**config.mk**
```make
export PLATFORM = sky130hd
export DESIGN_NAME = bilinear_seq_engine
export DESIGN_NICKNAME = d
export VERILOG_FILES = /design/src/rtl/bilinear_seq_engine.sv
export SDC_FILE = /design/constraint.sdc
export NUM_CORES = 2
export LEC_CHECK = 0
export BUFFER_PORTS_ARGS = -buffer_cell sky130_fd_sc_hd__buf_2
export CAP_MARGIN = 10
export CORE_ASPECT_RATIO = 1.4
export CORE_MARGIN = 2
export CORE_UTILIZATION = 39
export CTS_CLUSTER_SIZE = 14
export DETAILED_ROUTE_END_ITERATION = 10
export GPL_TIMING_DRIVEN = 0
export PLACE_DENSITY = 0.65
export REMOVE_ABC_BUFFERS = 1
export SLEW_MARGIN = 25
export SYNTH_ARGS = -nofsm -noshare
export SYNTH_HDL_FRONTEND = slang
export SYNTH_SLANG_ARGS = --single-unit
```
**constraint.sdc**
```tcl
create_clock -name clk_sys -period 13.05 [get_ports clk_sys]
set_input_delay 1.9575 -clock clk_sys [delete_from_list [all_inputs] [get_ports clk_sys]]
set_output_delay 1.9575 -clock clk_sys [all_outputs]
set_load 0.01 [all_outputs]
```
**src/rtl/bilinear_seq_engine.sv**
```systemverilog
// Bilinear down-scaler: reads a W x H 8-bit image from mem_in, writes the
// scaled image to mem_out, one output pixel every 8 cycles.
// Ports:
//   clk_sys, rst_sys_n            clock, async active-low reset
//   start_pulse, cfg_in_w/h,
//   cfg_scale_q88                 job request + config from the bridge
//   status_done/busy, perf_*      status and perf counters to the bridge
//   in_mem_raddr/rdata            mem_in port (1-cycle read latency)
//   out_mem_waddr/wdata/we        mem_out write port
module bilinear_seq_engine #(
  parameter int AW = 12
) (
  input  logic          clk_sys,
  input  logic          rst_sys_n,
  input  logic          start_pulse,
  input  logic [15:0]   cfg_in_w,
  input  logic [15:0]   cfg_in_h,
  input  logic [15:0]   cfg_scale_q88,
  output logic          status_done,
  output logic          status_busy,
  output logic [31:0]   perf_flops,
  output logic [31:0]   perf_mem_rd,
  output logic [31:0]   perf_mem_wr,
  output logic [AW-1:0] in_mem_raddr,
  input  logic [7:0]    in_mem_rdata,
  output logic [AW-1:0] out_mem_waddr,
  output logic [7:0]    out_mem_wdata,
  output logic          out_mem_we
);

  typedef enum logic [3:0] {
    S_IDLE, S_DIV, S_SETUP,
    S_RA, S_RB, S_RC, S_RD,
    S_CAP, S_HOR, S_VER, S_WR,
    S_DONE
  } state_e;

  localparam logic [AW-1:0] PIX_ONE = 1;

  state_e        state_q, state_d;
  logic          start_prev_q;
  logic [15:0]   w_q, w_d, h_q, h_d, s_q, s_d;
  logic [16:0]   rem_q, rem_d, inv_q, inv_d;
  logic [4:0]    div_cnt_q, div_cnt_d;
  logic [23:0]   ow_q, ow_d, oh_q, oh_d;
  logic [23:0]   ox_q, ox_d, oy_q, oy_d;
  logic [31:0]   sx_q, sx_d, sy_q, sy_d;
  logic [7:0]    p00_q, p00_d, p01_q, p01_d;
  logic [7:0]    p10_q, p10_d, p11_q, p11_d;
  logic [16:0]   t_q, t_d, b_q, b_d;
  logic [7:0]    o_q, o_d;
  logic [AW-1:0] pix_q, pix_d;
  logic          busy_q, busy_d, done_q, done_d;
  logic [31:0]   flops_q, flops_d;
  logic [31:0]   rd_q, rd_d, wr_q, wr_d;

  function automatic logic [31:0] sat_add(
    input logic [31:0] a,
    input logic [3:0]  inc
  );
    logic [32:0] s;
    s = {1'b0, a} + {29'd0, inc};
    return s[32] ? 32'hFFFF_FFFF : s[31:0];
  endfunction

  // source coordinates, clamped to the last column/row
  logic [15:0] w_m1, h_m1;
  logic [15:0] x0, x1, y0, y1;
  logic [7:0]  fx, fy;
  logic [8:0]  fx_c, fy_c;

  assign w_m1 = w_q - 16'd1;
  assign h_m1 = h_q - 16'd1;
  assign x0 = (sx_q[31:8] > {8'd0, w_m1}) ?
              w_m1 : sx_q[23:8];
  assign y0 = (sy_q[31:8] > {8'd0, h_m1}) ?
              h_m1 : sy_q[23:8];
  assign x1 = (x0 < w_m1) ? x0 + 16'd1 : w_m1;
  assign y1 = (y0 < h_m1) ? y0 + 16'd1 : h_m1;
  assign fx = sx_q[7:0];
  assign fy = sy_q[7:0];
  assign fx_c = 9'd256 - {1'b0, fx};
  assign fy_c = 9'd256 - {1'b0, fy};

  // read address mux: RA p00, RB p01, RC p10, RD p11
  logic [15:0] rd_x, rd_y;
  logic [31:0] addr_full;
  logic        rd_phase;

  always_comb begin
    rd_x = x0;
    rd_y = y0;
    unique case (state_q)
      S_RB: rd_x = x1;
      S_RC: rd_y = y1;
      S_RD: begin
        rd_x = x1;
        rd_y = y1;
      end
      default: ;
    endcase
  end

  assign addr_full = {16'd0, rd_y} * {16'd0, w_q}
                   + {16'd0, rd_x};
  assign rd_phase = (state_q == S_RA) || (state_q == S_RB)
                 || (state_q == S_RC) || (state_q == S_RD);

  // datapath
  logic [16:0] hor_t, hor_b;
  logic [25:0] ver_sum;
  logic [31:0] w_s, h_s;
  logic [23:0] ow_raw, oh_raw;
  logic [17:0] div_sh, div_diff;
  logic        div_ge;

  assign hor_t = {9'd0, p00_q} * {8'd0, fx_c}
               + {9'd0, p01_q} * {9'd0, fx};
  assign hor_b = {9'd0, p10_q} * {8'd0, fx_c}
               + {9'd0, p11_q} * {9'd0, fx};
  assign ver_sum = {9'd0, t_q} * {17'd0, fy_c}
                 + {9'd0, b_q} * {18'd0, fy}
                 + 26'd32768;
  assign w_s = {16'd0, w_q} * {16'd0, s_q};
  assign h_s = {16'd0, h_q} * {16'd0, s_q};
  assign ow_raw = w_s[31:8];
  assign oh_raw = h_s[31:8];

  // restoring divide of 0x10000: the dividend's only set bit enters first
  assign div_sh = {rem_q, div_cnt_q == 5'd0};
  assign div_diff = div_sh - {2'b00, s_q};
  assign div_ge = div_sh >= {2'b00, s_q};

  logic unused_bits;
  assign unused_bits = ^{addr_full[31:AW], w_s[7:0],
                         h_s[7:0], ver_sum[15:0],
                         div_diff[17]};

  logic accept;
  assign accept = start_pulse && !start_prev_q &&
                  (state_q == S_IDLE || state_q == S_DONE);

  always_comb begin
    state_d   = state_q;
    w_d       = w_q;
    h_d       = h_q;
    s_d       = s_q;
    rem_d     = rem_q;
    inv_d     = inv_q;
    div_cnt_d = div_cnt_q;
    ow_d      = ow_q;
    oh_d      = oh_q;
    ox_d      = ox_q;
    oy_d      = oy_q;
    sx_d      = sx_q;
    sy_d      = sy_q;
    p00_d     = p00_q;
    p01_d     = p01_q;
    p10_d     = p10_q;
    p11_d     = p11_q;
    t_d       = t_q;
    b_d       = b_q;
    o_d       = o_q;
    pix_d     = pix_q;
    busy_d    = busy_q;
    done_d    = done_q;
    flops_d   = flops_q;
    rd_d      = rd_q;
    wr_d      = wr_q;
    unique case (state_q)
      S_IDLE, S_DONE: begin
        if (accept) begin
          state_d   = S_DIV;
          w_d       = cfg_in_w;
          h_d       = cfg_in_h;
          s_d       = (cfg_scale_q88 == 16'd0) ?
                      16'd256 : cfg_scale_q88;
          rem_d     = '0;
          inv_d     = '0;
          div_cnt_d = '0;
          flops_d   = '0;
          rd_d      = '0;
          wr_d      = '0;
          busy_d    = 1'b1;
          done_d    = 1'b0;
        end
      end
      S_DIV: begin
        rem_d = div_ge ? div_diff[16:0] : div_sh[16:0];
        inv_d = {inv_q[15:0], div_ge};
        div_cnt_d = div_cnt_q + 5'd1;
        if (div_cnt_q == 5'd16) state_d = S_SETUP;
      end
      S_SETUP: begin
        ow_d  = (ow_raw == 24'd0) ? 24'd1 : ow_raw;
        oh_d  = (oh_raw == 24'd0) ? 24'd1 : oh_raw;
        sx_d  = '0;
        sy_d  = '0;
        ox_d  = '0;
        oy_d  = '0;
        pix_d = '0;
        if (w_q == 16'd0 || h_q == 16'd0) begin
          state_d = S_DONE;
          busy_d  = 1'b0;
          done_d  = 1'b1;
        end else begin
          state_d = S_RA;
        end
      end
      S_RA: state_d = S_RB;
      S_RB: begin
        p00_d   = in_mem_rdata;
        state_d = S_RC;
      end
      S_RC: begin
        p01_d   = in_mem_rdata;
        state_d = S_RD;
      end
      S_RD: begin
        p10_d   = in_mem_rdata;
        state_d = S_CAP;
      end
      S_CAP: begin
        p11_d   = in_mem_rdata;
        state_d = S_HOR;
      end
      S_HOR: begin
        t_d     = hor_t;
        b_d     = hor_b;
        state_d = S_VER;
      end
      S_VER: begin
        o_d = (ver_sum[25:24] != 2'd0) ?
              8'hFF : ver_sum[23:16];
        state_d = S_WR;
      end
      S_WR: begin
        flops_d = sat_add(flops_q, 4'd9);
        rd_d    = sat_add(rd_q, 4'd4);
        wr_d    = sat_add(wr_q, 4'd1);
        pix_d   = pix_q + PIX_ONE;
        if (ox_q < ow_q - 24'd1) begin
          ox_d    = ox_q + 24'd1;
          sx_d    = sx_q + {15'd0, inv_q};
          state_d = S_RA;
        end else if (oy_q < oh_q - 24'd1) begin
          ox_d    = '0;
          sx_d    = '0;
          oy_d    = oy_q + 24'd1;
          sy_d    = sy_q + {15'd0, inv_q};
          state_d = S_RA;
        end else begin
          state_d = S_DONE;
          busy_d  = 1'b0;
          done_d  = 1'b1;
        end
      end
      default: state_d = S_IDLE;
    endcase
  end

  always_ff @(posedge clk_sys or negedge rst_sys_n) begin
    if (!rst_sys_n) begin
      state_q      <= S_IDLE;
      start_prev_q <= 1'b0;
      w_q          <= '0;
      h_q          <= '0;
      s_q          <= '0;
      rem_q        <= '0;
      inv_q        <= '0;
      div_cnt_q    <= '0;
      ow_q         <= '0;
      oh_q         <= '0;
      ox_q         <= '0;
      oy_q         <= '0;
      sx_q         <= '0;
      sy_q         <= '0;
      p00_q        <= '0;
      p01_q        <= '0;
      p10_q        <= '0;
      p11_q        <= '0;
      t_q          <= '0;
      b_q          <= '0;
      o_q          <= '0;
      pix_q        <= '0;
      busy_q       <= 1'b0;
      done_q       <= 1'b0;
      flops_q      <= '0;
      rd_q         <= '0;
      wr_q         <= '0;
    end else begin
      state_q      <= state_d;
      start_prev_q <= start_pulse;
      w_q          <= w_d;
      h_q          <= h_d;
      s_q          <= s_d;
      rem_q        <= rem_d;
      inv_q        <= inv_d;
      div_cnt_q    <= div_cnt_d;
      ow_q         <= ow_d;
      oh_q         <= oh_d;
      ox_q         <= ox_d;
      oy_q         <= oy_d;
      sx_q         <= sx_d;
      sy_q         <= sy_d;
      p00_q        <= p00_d;
      p01_q        <= p01_d;
      p10_q        <= p10_d;
      p11_q        <= p11_d;
      t_q          <= t_d;
      b_q          <= b_d;
      o_q          <= o_d;
      pix_q        <= pix_d;
      busy_q       <= busy_d;
      done_q       <= done_d;
      flops_q      <= flops_d;
      rd_q         <= rd_d;
      wr_q         <= wr_d;
    end
  end

  assign status_done   = done_q;
  assign status_busy   = busy_q;
  assign perf_flops    = flops_q;
  assign perf_mem_rd   = rd_q;
  assign perf_mem_wr   = wr_q;
  assign in_mem_raddr  = rd_phase ? addr_full[AW-1:0] : '0;
  assign out_mem_we    = (state_q == S_WR);
  assign out_mem_waddr = out_mem_we ? pix_q : '0;
  assign out_mem_wdata = out_mem_we ? o_q : '0;

endmodule
```
==> reports/qor.json <==
{
  "post_drt_wl_per_cell_microns": 18.7,
  "timing.critical_path.required_ns": 11.09,
  "yosys_most_used_dff": "sky130_fd_sc_hd__dfrtp_1",
  "synth.lib_cells_used.distinct": 92,
  "clk_path_buf_depth": 3,
  "ctsHtreeMaxLevel": 2,
  "maxClockFrequency_mhz": 71.2,
  "synthesis.area_per_instance_sq_um": 8.78,
  "clock_buffer_count_from_cts": 55,
  "slew_headroom_pct": 24.1,
  "routed-via-count": 50200,
  "clock_latency_ns": 0.67,
  "setup_slack_ns": -0.988,
  "clkSlewWorstSetupHoldPaths_ns": 0.06,
  "tritoncts_clock_tree": "yes",
  "pre_cts_worst_setup_slack_ns": -3.75,
  "drive_gt1_share_pct": 8.93,
  "post_synthesis_cells": 7188,
  "post-dp-hpwl_microns": 135000,
  "timing.hold.ws_ns": 0.506,
  "detail_route.iter0.violations": 2645,
  "antenna_violating_nets_left": 0,
  "grt_pass1_vias": 54100,
  "grt_remaining_overflow": 0,
  "min_period_over_period_pct": 108,
  "setup_viol_count_final": 1,
  "synth.ff_latch_count": 435,
  "pwr_density_cell_mw_per_mm2": 144,
  "initial_utilization_pct": 39.3,
  "ys_async_sr_fraction_pct": 100,
  "core_area_sq_mm": 0.161,
  "vias_per_cell": 5.36,
  "dieArea_sq_mm": 0.165,
  "timing.clock.skew_ns": 0.0399,
  "critPathKind": "flip-flop to primary output",
  "grt_first_pass_wirelength_microns": 284000,
  "grt_setup_unrepaired": "yes",
  "violations": "negative setup slack",
  "total_power_uw": 10000,
  "cts_hold_buf": 0,
  "drt_pre_antenna_iters": 5,
  "cell_area_synth_sq_mm": 0.0631,
  "num-nets-final": 8769,
  "crit_path_frequent_cell": "sky130_fd_sc_hd__a21o_1",
  "routabilityCongestion": 0.884,
  "largest_net_degree_at_the_start_of_global_routing": 88,
  "grt_util_all_layers_pct": 21.5,
  "final_max_slew_viol_count": 0,
  "antenna_found_initial": 15,
  "slowest_cell_on_the_critical_path": "sky130_fd_sc_hd__fa_1",
  "critical_path_peak_fanout": 6,
  "hold_violations": 0,
  "totalWireLength_microns": 175000,
  "dieHeight_microns": 480,
  "timing.critical_path.slowest_cell_delay_ns": 0.55,
  "io_pins": 190,
  "worst_setup_path_end_kind": "primary output",
  "area_growth_syn_to_layout_pct": 10.1,
  "cap_viol_max_count": 0,
  "max-vdd-ir-drop_mv": 0.211,
  "cts_sinks": 435,
  "holdCritPathClass": "flip-flop to flip-flop",
  "place.port_buffers": 189,
  "fill_cells": 15700,
  "critPathLaunchType": "flip-flop",
  "outcome": "finished with violations",
  "tightest_slew_ns": 1.14,
  "fin_crit_ns": 14.04,
  "power.static_leakage_uw": 0.0343,
  "synth_seq_area_share_pct": 17.2,
  "fp-row-count": 174,
  "yosysWarnings": 0,
  "die_width_microns": 344,
  "synth_enable_flop_cells": 0,
  "cts_root_buffer": "sky130_fd_sc_hd__clkbuf_16",
  "timing.critical_path.arrival_ns": 12.08,
  "detail_route.drc_violations": 0
}
## per-stage QoR
stage	area (sq um)	cells	util, %	setup TNS, ns
2_1_floorplan	61800	6840	-	-0.874
3_3_place_gp	65400	9141	40.7	-517.62
3_5_place_dp	66500	9200	41.4	-15.43
4_1_cts	69200	9341	43.1	-1.05
5_1_grt	69500	9355	43.2	-1.56
6_report	69500	9359	43.3	-0.988
## report_power, final
| group | switching [uW] | internal, uW |
|---|---|---|
| Clock | 683 | 986 |
| Sequential | 295 | 1430 |
| Combinational | 3790 | 2830 |
| Total | 4770 | 5250 |
## registers in the layout, summed over array words and instances (netlist names), 24 cells and up
name / flops
perf_mem_wr: 32
oy_q: 24
ow_q: 24
ox_q: 24
perf_mem_rd: 31
sy_q: 32
perf_flops: 32
sx_q: 32
oh_q: 24
## layer usage
metal | global-route usage [%] | vias up | wire length (microns)
met5 | 0 | - | 84
li1 | - | 22800 | -
met3 | 3.05 | 491 | 9350
met2 | 40.0 | 1447 | 91500
met1 | 24.3 | 25400 | 65900
met4 | 9.28 | 14 | 8480
## synthesized netlist by cell type, types with 40 or more instances
cell	count	area [sq um]
sky130_fd_sc_hd__clkbuf_1	288	1080
sky130_fd_sc_hd__and3_1	50	313
sky130_fd_sc_hd__nand4_1	48	300
sky130_fd_sc_hd__ha_1	629	7870
sky130_fd_sc_hd__xnor2_1	206	1800
sky130_fd_sc_hd__xor2_1	84	736
sky130_fd_sc_hd__fa_1	880	17600
sky130_fd_sc_hd__a21oi_1	220	1100
sky130_fd_sc_hd__a31oi_1	40	250
sky130_fd_sc_hd__nor2_1	358	1340
sky130_fd_sc_hd__nand3_1	133	666
sky130_fd_sc_hd__o21bai_1	46	345
sky130_fd_sc_hd__o21ai_0	257	1290
sky130_fd_sc_hd__mux2i_1	46	460
sky130_fd_sc_hd__buf_1	50	188
sky130_fd_sc_hd__and2_1	476	2980
sky130_fd_sc_hd__inv_1	1154	4330
sky130_fd_sc_hd__mux2_2	55	619
sky130_fd_sc_hd__a21o_1	66	495
sky130_fd_sc_hd__nor4_1	46	288
sky130_fd_sc_hd__nor3_1	103	515
sky130_fd_sc_hd__nand2_1	1061	3980
sky130_fd_sc_hd__dfrtp_1	435	10900
## cell type report
| cell class | count | area, sq um | area share [%] |
|---|---|---|---|
| diodes | 4 | 10.0 | 0.0144 |
| multi-input cells | 5245 | 47200 | 68.0 |
| repair buffers | 303 | 2350 | 3.38 |
| well taps | 2112 | 2640 | 3.80 |
| clock buffers | 66 | 1480 | 2.13 |
| flip-flops and latches | 435 | 11000 | 15.8 |
| inverters | 1161 | 4380 | 6.30 |
| clock inverters | 33 | 440 | 0.634 |
## cell usage in the layout (no fill, tap or decap), types with 193 or more instances in the layout
master	n
sky130_fd_sc_hd__a21oi_1	213
sky130_fd_sc_hd__and2_1	469
sky130_fd_sc_hd__buf_2	193
sky130_fd_sc_hd__dfrtp_1	395
sky130_fd_sc_hd__fa_1	879
sky130_fd_sc_hd__ha_1	618
sky130_fd_sc_hd__inv_1	1145
sky130_fd_sc_hd__nand2_1	1057
sky130_fd_sc_hd__nor2_1	348
sky130_fd_sc_hd__o21ai_0	255
sky130_fd_sc_hd__xnor2_1	196
## critical path, delay by kind of cell (launching register included)
| family | cells | cell delay [ns] |
|---|---|---|
| simple gates | 7 | 2.00 |
| xor+xnor | 7 | 1.29 |
| compound gates | 20 | 3.58 |
| buf+inv | 4 | 0.57 |
| mux | 2 | 0.43 |
| fa+ha+maj | 8 | 3.02 |
| flops | 1 | 0.51 |
## cell families after synthesis
kind of cell               after synthesis  share of synthesized area, %
DFF                                    435                          17.2
adders and majority gates             1510                          40.4
xor gates and xnor gates               294                          4.17
muxes                                  103                          1.75
and+or+nand+nor                       2440                          18.3
AOI/OAI and AO/OA                      897                          9.10
buffers and inverters                 1509                          9.04
## final timing paths
kind                            startpoint               end  slack (ns)  depth (start not counted)
hold / removal             perf_mem_rd[26]   perf_mem_rd[26]        0.51                          1
max in group asynchronous        rst_sys_n          p01_q[1]        9.81                          5
setup reg to reg                   sy_q[1]            o_q[2]        3.53                         24
min in group asynchronous        rst_sys_n   perf_mem_rd[24]        1.23                          1
setup / recovery                    h_q[8]  in_mem_raddr[11]       -0.99                         48
hold reg to reg            perf_mem_rd[26]   perf_mem_rd[26]        0.51                          1
## repair_timing
item	in CTS	in global routing
pin swaps	38	40
cloned	1	1
buffers inserted	41	13
resized for setup	96	28
endpoints found under the setup margin	11	4
No activity file was read; power rests on OpenSTA's default activity.
